### config.mk
export PLATFORM = sky130hd
export DESIGN_NAME = qos_mm_regs
export DESIGN_NICKNAME = d
export VERILOG_FILES = /design/src/rtl/qos_pkg.sv /design/src/rtl/qos_err_counter.sv /design/src/rtl/qos_mm_regs.sv
export SDC_FILE = /design/constraint.sdc
export NUM_CORES = 1
export LEC_CHECK = 0
export ABC_CLOCK_PERIOD_IN_PS = 2900
export BUFFER_PORTS_ARGS = -buffer_cell sky130_fd_sc_hd__buf_2
export CORE_MARGIN = 4
export CORE_UTILIZATION = 40
export CTS_BUF_LIST = sky130_fd_sc_hd__clkbuf_4 sky130_fd_sc_hd__clkbuf_8
export DETAILED_ROUTE_END_ITERATION = 12
export GPL_ROUTABILITY_DRIVEN = 0
export GPL_TIMING_DRIVEN = 0
export HOLD_SLACK_MARGIN = 0.15
export SYNTH_ARGS = -nofsm -noshare
export SYNTH_HDL_FRONTEND = slang
export SYNTH_SLANG_ARGS = --single-unit
### constraint.sdc
create_clock -name rclk -period 2.9 [get_ports rclk]
set_clock_uncertainty 0.15 [all_clocks]
set_input_delay 0.435 -clock rclk [delete_from_list [all_inputs] [get_ports rclk]]
set_output_delay 0.435 -clock rclk [all_outputs]
set_load 0.02 [all_outputs]
### src/rtl/qos_pkg.sv
// Shared definitions for the QoS register block: address map,
// CONFIG field layout, reset defaults and the priority checker.
package qos_pkg;

    localparam logic [7:0] QOS_ADDR_CONFIG = 8'h00;
    localparam logic [7:0] QOS_ADDR_STATUS = 8'h01;
    localparam logic [7:0] QOS_ADDR_ERRCNT = 8'h02;

    localparam int CFG_FALLBACK_BIT = 0;
    localparam int CFG_MANUAL_BIT   = 1;
    localparam int CFG_MCH_LSB      = 2;
    localparam int CFG_PRIO_LSB     = 4;
    localparam int CFG_TIMER_LSB    = 12;
    localparam int STS_PRIO_ERR_BIT = 6;

    localparam logic [7:0]  PRIO_DEF      = 8'b11_10_01_00;
    localparam logic [19:0] RST_TIMER_DEF = 20'd50_000;

    // Packed MSB-first so a cast from the 32-bit bus word lines up
    typedef struct packed {
        logic [19:0] reset_timer;
        logic [7:0]  channel_priority;
        logic [1:0]  manual_channel;
        logic        manual_enable;
        logic        fallback_enable;
    } qos_cfg_t;

    function automatic logic prio_is_perm(input logic [7:0] p);
        logic [3:0] seen;
        seen = '0;
        for (int i = 0; i < 4; i++) begin
            seen[p[2*i +: 2]] = 1'b1;
        end
        return &seen;
    endfunction

endpackage

### src/rtl/qos_err_counter.sv
// Saturating per-channel error counter.
// A clear and an increment in the same cycle leave the count at 1.
module qos_err_counter #(
    parameter int W = 8
) (
    input  logic         rclk,
    input  logic         rst_n,
    input  logic         inc,
    input  logic         clr,
    output logic [W-1:0] cnt
);

    logic [W-1:0] base;
    logic [W-1:0] nxt;

    always_comb begin
        base = clr ? '0 : cnt;
        nxt  = base;
        if (inc && (base != '1)) begin
            nxt = base + W'(1);
        end
    end

    always_ff @(posedge rclk or negedge rst_n) begin
        if (!rst_n) begin
            cnt <= '0;
        end else begin
            cnt <= nxt;
        end
    end

endmodule

### src/rtl/qos_mm_regs.sv
// QoS memory-mapped config/status responder in the rclk domain.
// Define QOS_ERRCNT_CLEAR_ON_READ_EN to make ERRCNT reads destructive.
module qos_mm_regs #(
    parameter int          CNT_W         = 8,
    parameter logic [19:0] RST_TIMER_DEF = qos_pkg::RST_TIMER_DEF,
    parameter logic [7:0]  PRIO_DEF      = qos_pkg::PRIO_DEF
) (
    input  logic        rclk,
    input  logic        rst_n,
    input  logic        mm_write_en,
    input  logic        mm_read_en,
    input  logic [7:0]  mm_addr,
    input  logic [31:0] mm_wdata,
    output logic [31:0] mm_rdata,
    input  logic [1:0]  active_channel,
    input  logic [3:0]  signal_present,
    input  logic [3:0]  err_inc,
    output logic        fallback_enable,
    output logic        manual_enable,
    output logic [1:0]  manual_channel,
    output logic [7:0]  channel_priority,
    output logic [19:0] reset_timer,
    output logic        cfg_update
);
    import qos_pkg::*;

    qos_cfg_t    cfg;
    qos_cfg_t    wcfg;
    logic        prio_err;
    logic        prio_ok;
    logic        sel_cfg, sel_sts, sel_err;
    logic        wr_cfg, wr_sts;
    logic        cnt_clr;
    logic [31:0] errcnt_word;
    logic [31:0] rd_next;
    logic [CNT_W-1:0] cnt [4];

    assign sel_cfg = (mm_addr == QOS_ADDR_CONFIG);
    assign sel_sts = (mm_addr == QOS_ADDR_STATUS);
    assign sel_err = (mm_addr == QOS_ADDR_ERRCNT);
    assign wr_cfg  = mm_write_en && sel_cfg;
    assign wr_sts  = mm_write_en && sel_sts;

    assign wcfg    = qos_cfg_t'(mm_wdata);
    assign prio_ok = prio_is_perm(wcfg.channel_priority);

    always_ff @(posedge rclk or negedge rst_n) begin
        if (!rst_n) begin
            cfg.fallback_enable  <= 1'b0;
            cfg.manual_enable    <= 1'b0;
            cfg.manual_channel   <= 2'd0;
            cfg.channel_priority <= PRIO_DEF;
            cfg.reset_timer      <= RST_TIMER_DEF;
            cfg_update           <= 1'b0;
        end else begin
            cfg_update <= wr_cfg && prio_ok;
            if (wr_cfg && prio_ok) begin
                cfg <= wcfg;
            end
        end
    end

    // A rejection in the same cycle as a W1C wins
    always_ff @(posedge rclk or negedge rst_n) begin
        if (!rst_n) begin
            prio_err <= 1'b0;
        end else begin
            prio_err <= (prio_err &&
                         !(wr_sts && mm_wdata[STS_PRIO_ERR_BIT]))
                        || (wr_cfg && !prio_ok);
        end
    end

`ifdef QOS_ERRCNT_CLEAR_ON_READ_EN
    assign cnt_clr = mm_read_en && sel_err;
`else
    assign cnt_clr = 1'b0;
`endif

    for (genvar i = 0; i < 4; i++) begin : g_cnt
        qos_err_counter #(.W(CNT_W)) u_cnt (
            .rclk  (rclk),
            .rst_n (rst_n),
            .inc   (err_inc[i]),
            .clr   (cnt_clr),
            .cnt   (cnt[i])
        );
        assign errcnt_word[8*i +: 8] = 8'(cnt[i]);
    end

    always_comb begin
        rd_next = '0;
        unique case (1'b1)
            sel_cfg: rd_next = 32'(cfg);
            sel_sts: rd_next = {25'd0, prio_err,
                                signal_present, active_channel};
            sel_err: rd_next = errcnt_word;
            default: rd_next = '0;
        endcase
    end

    always_ff @(posedge rclk or negedge rst_n) begin
        if (!rst_n) begin
            mm_rdata <= '0;
        end else if (mm_read_en) begin
            mm_rdata <= rd_next;
        end
    end

    assign fallback_enable  = cfg.fallback_enable;
    assign manual_enable    = cfg.manual_enable;
    assign manual_channel   = cfg.manual_channel;
    assign channel_priority = cfg.channel_priority;
    assign reset_timer      = cfg.reset_timer;

endmodule

==> results of run 1 <==
## cells in the mapped netlist (2+ instances only)
cell,n
ha_1,4
nor3_1,4
and2_1,2
inv_1,33
clkbuf_1,13
a31oi_1,4
a21oi_1,3
o21ai_0,7
dfrtp_1,88
a32o_1,2
nand3_1,10
xnor2_1,18
o21a_1,2
or2_2,2
dfstp_2,10
mux2_4,29
xor2_1,10
nor2b_1,12
mux2_2,4
and3_1,4
mux2i_1,3
buf_2,2
buf_6,3
a22oi_1,30
o22ai_1,30
nand4_1,9
nand2_1,24
nor2_1,9
## layout by cell type, fill, tap and decap left out, drive strengths merged, types with 2 or more instances in the layout
master / Yosys / layout
inv: 33 / 33
mux2i: 3 / 3
or2: 2 / 2
dlygate4sd3: 0 / 25
bufinv: 0 / 2
nand3: 10 / 10
o22ai: 30 / 30
nor2: 9 / 9
ha: 4 / 4
xnor2: 18 / 18
clkinv: 0 / 3
a21oi: 3 / 3
mux2: 33 / 33
dfrtp: 88 / 88
a22oi: 30 / 30
and3: 4 / 4
clkinvlp: 0 / 2
o21ai: 8 / 8
a32o: 2 / 2
xor2: 10 / 10
clkbuf: 13 / 22
a31oi: 4 / 4
nor3: 4 / 4
buf: 5 / 122
dfstp: 10 / 10
o21a: 2 / 2
nor2b: 12 / 12
nand2: 24 / 24
nand4: 9 / 9
and2: 2 / 2
## per-layer routing
layer	track usage (%)	up-vias	share of wire (%)
met5	0	-	0
met4	6.41	0	1.5
met3	3.02	11	5.7
met2	27.5	99	47
met1	24.3	1662	46
li1	-	1656	-
## final cells by class
type	count	area share, %
flip-flops and latches	98	43.0
inverters	33	2.16
clock buffers	9	2.16
clock inverters	7	1.64
plain buffers	18	1.62
multi-input cells	231	31.4
repair buffers	142	14.9
well taps	140	3.06
## power by group
group | leakage, uW | total, uW | internal, uW | switching (uW)
registers | 0.00129 | 1800 | 1550 | 244
clock network | 0.000105 | 970 | 484 | 486
logic | 0.00144 | 485 | 259 | 226
total | 0.00283 | 3250 | 2290 | 955
## metrics by stage
step / cell area (sq um) / setup slack [ns] / cells / hold slack (ns) / total power (uW)
finish: 5730 / 0.694 / 678 / 0.220 / 3250
global route: 5730 / 0.493 / 678 / 0.215 / 3440
CTS: 5730 / 0.673 / 678 / 0.202 / 3290
detailed placement: 5260 / 0.328 / 637 / 0.336 / 2280
global placement: 5240 / 0.212 / 636 / 0.334 / 2250
floorplan: 4480 / 0.760 / 380 / -0.0106 / 2080
## worst paths after layout
kind                                        from  slack [ns]                     to  depth (start not counted)
max in group asynchronous                  rst_n        1.32    channel_priority[5]                          3
setup / recovery           g_cnt[2].u_cnt.cnt[0]        0.69  g_cnt[2].u_cnt.cnt[7]                          6
setup reg to reg           g_cnt[2].u_cnt.cnt[0]        0.69  g_cnt[2].u_cnt.cnt[7]                          6
hold / removal                       mm_wdata[5]        0.22    channel_priority[1]                          2
min in group asynchronous                  rst_n        0.54           mm_rdata[27]                          2
hold reg to reg            g_cnt[1].u_cnt.cnt[6]        0.35  g_cnt[1].u_cnt.cnt[6]                          1
## cell families (layout without fill, tap and decap cells)
logic type                 after synthesis  count (layout)  synth area share (%)
DFF                                     98              98                  55.0
AOI/OAI and AO/OA                       84              84                  12.9
and+or+nand+nor                         79              79                  9.27
buffers and inverters                   51             209                  4.83
muxes                                   36              36                  11.4
xor gates and xnor gates                28              28                  5.47
adders and majority gates                4               4                  1.12
## critical path, stage by stage (launching register included)
cell     delay (ns)
dfrtp_1        0.43
ha_1           0.22
and3_1         0.21
a41oi_1        0.53
and4_1         0.33
nand3_1        0.10
xnor2_1        0.14
## sequential cells by signal (all words and copies together), names as in the netlist
register,count
manual_enable,1
fallback_enable,1
g_cnt.u_cnt.cnt,32
prio_err,1
channel_priority,8
reset_timer,20
manual_channel,2
mm_rdata,32
cfg_update,1
==> run_results.csv, run 1 <==
group,metric,value,unit
outcome,status,"finished clean",
floorplan,dieArea,0.0130,sq mm
sta,max_freq,453,MHz
synthesis,synth-main-ff-cell,"dfrtp_1",
detailed_routing,route.vias.total,3428,
clock_tree,cts_num_sinks,98,
global_route,grtUsageTotal,17.5,%
placed_design,port_buffers,116,
synthesis,synthCells,380,
detailed_routing,wl,11000,um
synthesis,synth_area_leaders,"dfrtp_1 (49%), mux2_4 (9.7%), dfstp_2 (5.9%)",
setup_path,cp_max_fo,7,
setup_path,end_kind,"flop",
clock_tree,cts_setup_buffers,0,
global_route,grt_max_degree,61,
detailed_routing,wl_per_cell,16.2,um
floorplan,die_h,114,um
synthesis,syn_avg_cell_area,11.8,sq um
setup_path,crit_required,3.01,ns
detailed_routing,firstDrtPassIters,4,
final_layout,drive_gt1_share,34.6,%
sta,worstMarginPinSlew,0.779,ns
sta,period_share,76.1,%
floorplan,core,0.0109,sq mm
global_route,antenna_found_initial,0,
synthesis,syn_area,0.00448,sq mm
detailed_routing,drt_iter0_drc,179,
final_layout,ff_latch_area,0.00246,sq mm
detailed_routing,drcViolationCount,0,
synthesis,synth_edf_count,0,
detailed_routing,viasPerCell,5.06,
power,leakagePower,0.00283,uW
sta,finalMaxSlewViolations,0,
global_route,grt-ovfl-total,0,
detailed_routing,ant_nets,0,
synthesis,ys_seq_area_share,55.0,%
clock_tree,worst_skew_pair.late_latency,0.36,ns
sta,fin_tns_setup,0,ns
global_route,grt_pass1_vias,3439,
synthesis,synthArstFlopShare,100,%
floorplan,start_util,41.2,%
hold_path,min_path_type,"in -> reg",
synthesis,yosysUniqueCellTypes,37,
clock_tree,clk_pin_slew,0.10,ns
clock_tree,cts_tree,"yes",
clock_tree,ctsHoldBuffers,25,
power,ir_drop,0.000226,V
sta,rsz0062_at_grt,"no",
clock_tree,cts_resized,0,
sta,hold_viol_final,0,
clock_tree,cts_buffers,9,
final_layout,nets,591,
synthesis,synth_seq_cells,98,
sta,period_minus_slack,2.21,ns
synthesis,syn_nets,438,
final_layout,nFillCells,1009,
setup_path,arrival,2.31,ns
job,cap_violations,0,
sta,max-slew-margin-rel,48.0,%
floorplan,io_pins,119,
synthesis,yosys_warnings,0,
final_layout,multi_input_area,0.00180,sq mm
clock_tree,clock_path_buffers,2,
clock_tree,htreeDepth,3,
floorplan,fp.dieW,114,um
global_route,grt_pass1_wl,17800,um
synthesis,synth_top_area_share,49.1,%
floorplan,rows,38,
clock_tree,root_buffer,"clkbuf_8",
power,powerDensity,568,mW/mm^2
setup_path,criticalPathCategory,"reg -> reg",
sta,setup_viol,0,
setup_path,startpoint_type,"flop",
synthesis,synth.largest_area_cell,"dfrtp_1",
final_layout,n_antenna_cell,0,
final_layout,fin_util,52.6,%
final_layout,area_growth,27.8,%
placed_design,post-dp-hpwl,7930,um
No activity file was read; power rests on OpenSTA's default activity.
==> run 2: changes to the inputs <==
- ABC_CLOCK_PERIOD_IN_PS: 2900 -> 1900
- PLACE_DENSITY: not set -> 0.66
- clock period: 2.9 -> 1.9 ns (I/O delays scaled with it)
==> run 2 against run 1 <==
Worst hold slack got worse by 0.043 ns. First-iteration DRC count is 28% lower. Non-clock buffer count rose by 27. Die area did not move. Sequential power increased by 52%. Final area is 5.5% higher. Largest cell class unchanged. Largest power group unchanged. Via count rose by 3.5%.
==> run_results.csv, run 2 (synthesis results as in run 1) <==
group,metric,value,unit
global_route,grtUsageTotal,17.8,%
clock_tree,clk_pin_slew,0.09,ns
setup_path,r2r_start,"g_cnt[1].u_cnt.cnt[0]",
placed_design,place_area,0.00530,sq mm
global_route,grt_max_degree,56,
floorplan,core,0.0109,sq mm
power,powerDensity,826,mW/mm^2
global_route,grt_pass1_vias,3589,
sta,setup_viol,0,
placed_design,port_buffers,116,
hold_path,min_path_type,"in -> reg",
floorplan,fp.dieW,114,um
floorplan,io_pins,119,
power,ir_drop,0.000400,V
outcome,status,"finished clean",
setup_path,crit_required,2.00,ns
setup_path,criticalPathCategory,"in -> reg",
placed_design,post-dp-hpwl,8000,um
job,cap_violations,0,
final_layout,final_common_cell,"buf_2",
sta,period_minus_slack,1.82,ns
sta,max_freq,550,MHz
final_layout,mostFrequentLayoutCells,"buf_2 (117), dfrtp_1 (87), dlygate4sd3_1 (40), inv_1 (33)",
clock_tree,clock_path_buffers,2,
sta,finalMaxSlewViolations,0,
floorplan,rows,38,
global_route,antenna_found_initial,0,
setup_path,worstSetupEndpoint,"channel_priority[4]",
sta,hold_viol_final,0,
sta,hold_ws,0.178,ns
setup_path,startpoint,"mm_addr[7]",
clock_tree,cts_buffers,9,
global_route,grt_pass1_wl,18200,um
final_layout,design_area,0.00604,sq mm
clock_tree,cts_tree,"yes",
final_layout,area_growth,34.9,%
detailed_routing,ant_nets,0,
setup_path,ff2ff_path_depth,6,
final_layout,drive_gt1_share,37.2,%
final_layout,nets,618,
detailed_routing,viasPerCell,5.03,
clock_tree,worst_skew_pair.late_latency,0.37,ns
sta,period_share,95.7,%
global_route,grt-ovfl-total,0,
floorplan,start_util,41.2,%
setup_path,r2r_slack,0.09,ns
clock_tree,htreeDepth,3,
final_layout,n_antenna_cell,0,
detailed_routing,wl_per_cell,16.1,um
detailed_routing,firstDrtPassIters,4,
sta,max-slew-margin-rel,59.9,%
setup_path,startpoint_type,"primary input",
clock_tree,root_buffer,"clkbuf_8",
final_layout,fin_util,55.5,%
sta,rsz0062_at_grt,"yes",
setup_path,arrival,1.92,ns
detailed_routing,route.vias.total,3548,
detailed_routing,drcViolationCount,0,
floorplan,dieArea,0.0130,sq mm
setup_path,cp_max_fo,10,
final_layout,top_regs,"g_cnt.u_cnt.cnt x32, mm_rdata x32, reset_timer x20",
power,leakagePower,0.00298,uW
setup_path,r2r-end,"g_cnt[1].u_cnt.cnt[5]",
sta,worstMarginPinSlew,0.602,ns
clock_tree,cts_num_sinks,98,
detailed_routing,drt_iter0_drc,128,
floorplan,die_h,114,um
setup_path,end_kind,"flop",
detailed_routing,wl,11400,um
[run 2: how the worst min path moves through the flow]
stage	from	endpoint	slack (ns)	cells past startpoint
after detailed placement	rst_n	reset_timer[5]	0.18	1
after global placement	g_cnt[1].u_cnt.cnt[6]	g_cnt[1].u_cnt.cnt[6]	0.34	1
after CTS	mm_wdata[6]	prio_err	0.16	3
after floorplan	rst_n	cfg_update	-0.16	0
after global routing	mm_wdata[6]	prio_err	0.21	3
final	mm_wdata[6]	prio_err	0.18	3
[run 2: cell type report]
cell class / count / area [sq um]
fill: 958 / 4850
sequential: 98 / 2470
multi-input combinational: 231 / 1860
timing repair buffer: 170 / 1110
tap: 140 / 175
clock buffer: 12 / 153
inverter: 33 / 124
buffer: 17 / 101
clock inverter: 4 / 52.6
[run 2: timing repair]
action | in CTS | in global routing
pin swaps | 1 | 4
setup buffers | 3 | 10
gates resized for setup | 2 | 13
hold buffers | 39 | 1
setup endpoints to repair | 5 | 46
hold endpoints to repair | 80 | 1
[run 2: metrics by stage]
stage          setup slack (ns)  total power, uW  cells  setup TNS (ns)
6_report                 0.0820             4990    705               0
3_3_place_gp             -0.590             3440    636          -71.44
5_1_grt                 -0.0245             5270    705         -0.0404
2_1_floorplan           -0.0257             3190    380          -0.469
4_1_cts                  0.0164             4950    695               0
3_5_place_dp             -0.415             3480    637          -19.95
[run 2: worst max-delay path: stages]
cell and delay [ns]:
buf_2 0.11, nor4_4 0.28, and2_4 0.20, nor3b_4 0.26, o2111ai_4 0.24, buf_6 0.23, mux2_4 0.30
[run 2: metal layers]
metal | up-vias | part of all wire, % | GRT usage, %
met1 | 1730 | 45 | 23.8
met5 | - | 0 | 0
met2 | 85 | 48 | 28.9
met3 | 19 | 4.3 | 3.02
li1 | 1714 | - | -
met4 | 0 | 2.4 | 7.28
[run 2: report_power, final]
| group | internal [uW] | switching (uW) | leakage (uW) |
|---|---|---|---|
| sequential | 2370 | 368 | 0.00129 |
| combinational | 474 | 380 | 0.00158 |
| clock | 678 | 720 | 0.000107 |
| total | 3520 | 1470 | 0.00298 |
